===== config.mk =====
export PLATFORM = sky130hd
export DESIGN_NAME = r5_sdf_stage_ctrl
export DESIGN_NICKNAME = d
export VERILOG_FILES = /design/src/rtl/r5_sdf_stage_ctrl.sv
export SDC_FILE = /design/constraint.sdc
export NUM_CORES = 1
export LEC_CHECK = 0
export CAP_MARGIN = 20
export CORE_MARGIN = 1
export CORE_UTILIZATION = 58
export DETAILED_ROUTE_END_ITERATION = 16
export MAX_ROUTING_LAYER = met4
export PLACE_DENSITY = 0.83
export SYNTH_ARGS = -nofsm -noshare
export SYNTH_HDL_FRONTEND = slang
export SYNTH_SLANG_ARGS = --single-unit

===== constraint.sdc =====
create_clock -name clk -period 4.9 [get_ports clk]
set_input_delay 0.98 -clock clk [delete_from_list [all_inputs] [get_ports clk]]
set_output_delay 0.98 -clock clk [all_outputs]
set_load 0.005 [all_outputs]

===== src/rtl/r5_sdf_stage_ctrl.sv =====
// ---------------------------------------------------------------------------
// r5_sdf_stage_ctrl
// Sequencing controller for one radix-5 single-path delay-feedback FFT stage.
// It counts accepted samples through a 5*L frame and decodes, per sample,
// whether the stage fills its delay lines (branches 0..3) or fires the
// butterfly (branch 4). It also provides the branch number and the position
// within the branch, which is the twiddle address. Valid, start-of-frame and
// end-of-frame markers travel through a BUF_LAT-deep shift pipeline, so they
// leave the block aligned with the data coming out of the stage's delay buffer.
//
// Ports
//   clk        rising-edge clock
//   rst_n      synchronous active-low reset
//   in_valid   sample accepted this cycle (no backpressure)
//   in_sop     first sample of a frame, qualified by in_valid
//   fill_en    registered: the sample goes into the delay lines
//   bf_en      registered: the butterfly is active
//   phase      registered branch number 0..4 of the last accepted sample
//   idx        registered position 0..L-1 within the branch
//   out_valid  valid marker, BUF_LAT cycles after the accept
//   out_sop    frame-start marker, BUF_LAT cycles after the accept
//   out_eop    frame-end marker, BUF_LAT cycles after the accept
//   busy       a frame is in progress or markers are still in flight
//   err_sop    one-cycle pulse: in_sop arrived with the counter not at 0
// ---------------------------------------------------------------------------
module r5_sdf_stage_ctrl #(
   parameter int L       = 5,
   parameter int BUF_LAT = 9,
   localparam int IW     = $clog2(5 * L)
) (
   input  logic          clk,
   input  logic          rst_n,
   input  logic          in_valid,
   input  logic          in_sop,
   output logic          fill_en,
   output logic          bf_en,
   output logic [2:0]    phase,
   output logic [IW-1:0] idx,
   output logic          out_valid,
   output logic          out_sop,
   output logic          out_eop,
   output logic          busy,
   output logic          err_sop
);

   localparam logic [IW-1:0] IDX_LAST = IW'(L - 1);
   localparam logic [2:0]    BR_LAST  = 3'd4;

   // The frame counter is kept as a (branch, index) pair. This pair is
   // cnt / L and cnt mod L, so the decode never needs a divider.
   logic [2:0]    br_reg, br_next, br_eff;
   logic [IW-1:0] ix_reg, ix_next, ix_eff;
   logic          eff_zero, eff_last, cnt_nonzero;

   logic          fill_reg, bf_reg, err_reg, busy_reg;
   logic [2:0]    phase_reg;
   logic [IW-1:0] idx_reg;

   // Marker pipeline: stage 0 is bit 0, and the output taps stage BUF_LAT-1.
   logic [BUF_LAT-1:0] v_reg, s_reg, e_reg;
   logic [BUF_LAT-1:0] v_next, s_next, e_next;

   assign cnt_nonzero = (br_reg != 3'd0) || (ix_reg != '0);

   // An accepted in_sop forces the effective position to 0. This restarts
   // the frame. Because eff can then never be 5L-1, a truncated frame emits
   // no end marker.
   always_comb begin
      br_eff   = br_reg;
      ix_eff   = ix_reg;
      if (in_sop) begin
         br_eff = 3'd0;
         ix_eff = '0;
      end
      eff_zero = (br_eff == 3'd0) && (ix_eff == '0);
      eff_last = (br_eff == BR_LAST) && (ix_eff == IDX_LAST);
   end

   always_comb begin
      br_next = br_reg;
      ix_next = ix_reg;
      if (in_valid) begin
         if (eff_last) begin
            br_next = 3'd0;
            ix_next = '0;
         end else if (ix_eff == IDX_LAST) begin
            br_next = br_eff + 3'd1;
            ix_next = '0;
         end else begin
            br_next = br_eff;
            ix_next = ix_eff + IW'(1);
         end
      end
   end

   // Stage 0 captures the markers of the current accept. A non-accept
   // loads a bubble.
   assign v_next[0] = in_valid;
   assign s_next[0] = in_valid & eff_zero;
   assign e_next[0] = in_valid & eff_last;

   genvar gi;
   generate
      for (gi = 1; gi < BUF_LAT; gi++) begin : g_marker_shift
         assign v_next[gi] = v_reg[gi-1];
         assign s_next[gi] = s_reg[gi-1];
         assign e_next[gi] = e_reg[gi-1];
      end
   endgenerate

   always_ff @(posedge clk) begin
      if (!rst_n) begin
         br_reg    <= 3'd0;
         ix_reg    <= '0;
         fill_reg  <= 1'b0;
         bf_reg    <= 1'b0;
         err_reg   <= 1'b0;
         busy_reg  <= 1'b0;
         phase_reg <= 3'd0;
         idx_reg   <= '0;
         v_reg     <= '0;
         s_reg     <= '0;
         e_reg     <= '0;
      end else begin
         br_reg   <= br_next;
         ix_reg   <= ix_next;
         fill_reg <= in_valid && (br_eff != BR_LAST);
         bf_reg   <= in_valid && (br_eff == BR_LAST);
         err_reg  <= in_valid && in_sop && cnt_nonzero;
         // busy looks at the state that will exist after this edge. It
         // therefore falls in the cycle right after the last marker leaves.
         busy_reg <= (br_next != 3'd0) || (ix_next != '0) || (|v_next);
         if (in_valid) begin
            phase_reg <= br_eff;
            idx_reg   <= ix_eff;
         end
         v_reg <= v_next;
         s_reg <= s_next;
         e_reg <= e_next;
      end
   end

   assign fill_en   = fill_reg;
   assign bf_en     = bf_reg;
   assign phase     = phase_reg;
   assign idx       = idx_reg;
   assign err_sop   = err_reg;
   assign busy      = busy_reg;
   assign out_valid = v_reg[BUF_LAT-1];
   assign out_sop   = s_reg[BUF_LAT-1];
   assign out_eop   = e_reg[BUF_LAT-1];

endmodule


==> reports/results.ini <==
[place]
dp.final_hpwl_um = 2020
io_buffers = 18
place_congestion = 0.898
place_ws_ns = 1.69

[sta]
hold_viol_final = 0
slew_headroom_pct = 41.3
setup_tns_ns = 0
tightest_slew_ns = 0.878
fin_crit_sh_pct = 58.6
finalClockSkew_ns = 0.00558
rsz0062_at_grt = no
setup_slack_ns = 2.03
max_freq_mhz = 348
period_minus_slack_ns = 2.87
slew_violations = 0
setup_violations = 0

[power_and_ir_drop]
p_int_mw = 0.507
clkPwrFrac_pct = 34.0
p_comb_share_pct = 5.0
power.density_nw_per_um2 = 325
p_switching_mw = 0.135
leakagePower_nw = 0.776
swShare_pct = 21.0
vdd_drop_max_v = 0.000251
p_seq_share_pct = 61.0

[layout]
diodes = 0
n_fill_cell = 227
seqCellArea_sq_um = 941
multi_input_area_sq_um = 718
final_cell_mix = 47 x dfxtp_1, 25 x and2_1, 18 x clkdlybuf4s50_1
finalNetCount = 192
mostFrequentLayoutCell = dfxtp_1
drive_above_1_share_pct = 5.41
syn_to_final_growth_pct = 13.3

[global_routing]
grt_max_degree = 30
grt_pass1_vias = 1132
grt_pass1_wl_um = 5040
overflow = 0
antenna_found_initial = 0
grt_usage_pct = 21.0

[critical_path]
slowest_delay_ns = 0.75
startpoint = in_sop
reg2reg_from = ix_reg[1]$_SDFF_PN0_
criticalPathCategory = input port to flip-flop
worstRegToRegCells = 6
cp-end-kind = flip-flop
path_max_fanout = 15
critPathRequiredTime_ns = 5.13
worstPathArrival_ns = 3.10
critPathBufInv = 1
crit_family = buffers and inverters
cp-start-kind = input port
r2r-end = busy$_SDFF_PN0_
r2r_setup_slack_ns = 3.06
worstPathCellList = clkdlybuf4s50_1 > nand2b_1 > ha_1 > nor3b_1 > o2111ai_1 > a31oi_1 > a41oi_2
cpMaxStageDelayCell = clkdlybuf4s50_1

[cts]
path_clk_slew_ns = 0.13
cts_tree = yes
cts.sinks = 47
root_buffer = clkbuf_4
clk_latency_ns = 0.35
cts_buffers = 5
cts_max_level = 2
cts_max_path_buffers = 2
cts_setup_buffers = 0
postCtsHoldBufs = 0
post_cts_resized = 0

[die]
die-area_sq_um = 3220
core-area_sq_um = 2810
die_h_um = 56.8
io_pins = 19
die_w_um = 56.8
initial_core_util_pct = 62.0
num_rows = 19

[run_status]
status = finished, violations left
violations = design-rule violations

[synth]
yosysWarningCount = 0
ys_seq_elements = 47
synth_mux_area_share_pct = 2.88
synth-edff-count = 0
synth-compound-area-share_pct = 10.3
synthSimpleGateAreaFrac_pct = 26.0
syn_nets = 178
async_reset_ff_share_pct = 0
ys_seq_area_share_pct = 54.1
synthAdderAreaFrac_pct = 2.16
synth_area_sq_um = 1740
synth_top_family_by_area = simple AND/OR/NAND/NOR gates
ys_types = 41
ys.flop_type = dfxtp_1
syn_avg_cell_area_sq_um = 10.2
yosys.area_share.xor_xnor_pct = 0
synthCells = 171

[route]
drtIter0Drc = 55
routed_wirelength_um = 3030
num_vias = 1229
antenna_left = 0
drtPass1Iterations = 10
routedWlPerCell_um = 14.0
drc = 2
vias_per_cell = 5.69

[hold_path]
min_to = e_reg[3]$_SDFF_PN0_
whs_path_depth = 1
hold_class = flip-flop to flip-flop
worstHoldStart = e_reg[2]$_SDFF_PN0_

[job]
drv_cap = 0

-- metrics by stage --
step                hold slack [ns]  power, mW  utilization (%)  std cells  instance area (sq um)
floorplan                     0.412      0.423                -        171                   1740
detailed placement            0.422      0.432             67.6        209                   1900
finish                        0.451      0.642             70.3        216                   1970
global route                  0.455      0.665             70.3        216                   1970
CTS                           0.449      0.646             70.3        216                   1970
global placement              0.416      0.431             67.6        209                   1900
-- final cells by class --
class	count	area share, %
clock buffer	5	1.90
clock inverter	2	1.90
inverter	5	0.952
multi-input combinational	108	36.4
sequential	47	47.7
tap	31	1.97
timing repair buffer	18	9.14
-- worst reg2reg max path: stages, from the launching register on --
cell	delay, ns
dfxtp_1	0.42
nand2b_1	0.13
ha_1	0.19
nor3b_1	0.36
o2111ai_1	0.17
a31oi_1	0.33
a41oi_2	0.13
-- Yosys cell counts, drive strengths merged (3+ instances only) --
cell | count | share of area, %
nor2b | 4 | 1.4
clkbuf | 4 | 0.86
mux2i | 5 | 2.9
nand2b | 7 | 2.5
inv | 5 | 1.1
buf | 7 | 2.7
nand2 | 6 | 1.3
and2 | 26 | 9.3
a21oi | 8 | 2.3
nor4 | 5 | 1.8
nand3b | 3 | 1.3
ha | 3 | 2.2
dfxtp | 47 | 54
nor2 | 12 | 2.6
-- worst max-delay path by stage --
stage	endpoint	slack, ns	cells after the start
2_1_floorplan	busy$_SDFF_PN0_	2.39	8
3_3_place_gp	busy$_SDFF_PN0_	1.80	7
3_5_place_dp	busy$_SDFF_PN0_	1.69	7
4_1_cts	busy$_SDFF_PN0_	2.07	7
5_1_grt	br_reg[0]$_SDFF_PN0_	1.91	7
6_report	busy$_SDFF_PN0_	2.03	7
-- power groups by stage --
stage	clock (mW)	combinational, mW	sequential (mW)
floorplan	0	0.0255	0.397
global placement	0	0.0309	0.400
detailed placement	0	0.0320	0.400
CTS	0.222	0.0321	0.392
global route	0.237	0.0356	0.392
finish	0.218	0.0321	0.392
-- layer usage --
metal	wire length, um	track usage [%]	up-vias	part of all wire (%)
li1	-	-	608	-
met1	1370	25.1	563	45
met2	1450	33.5	54	48
met3	194	5.99	4	6.4
met4	17	8.36	0	0.56
met5	0	-	-	0
-- kinds of logic after synthesis --
family | Yosys count
buf+inv | 16
simple gates | 75
mux | 5
flops | 47
fa+ha+maj | 3
compound gates | 25
Note: power is estimated with default switching activity, not from simulation.
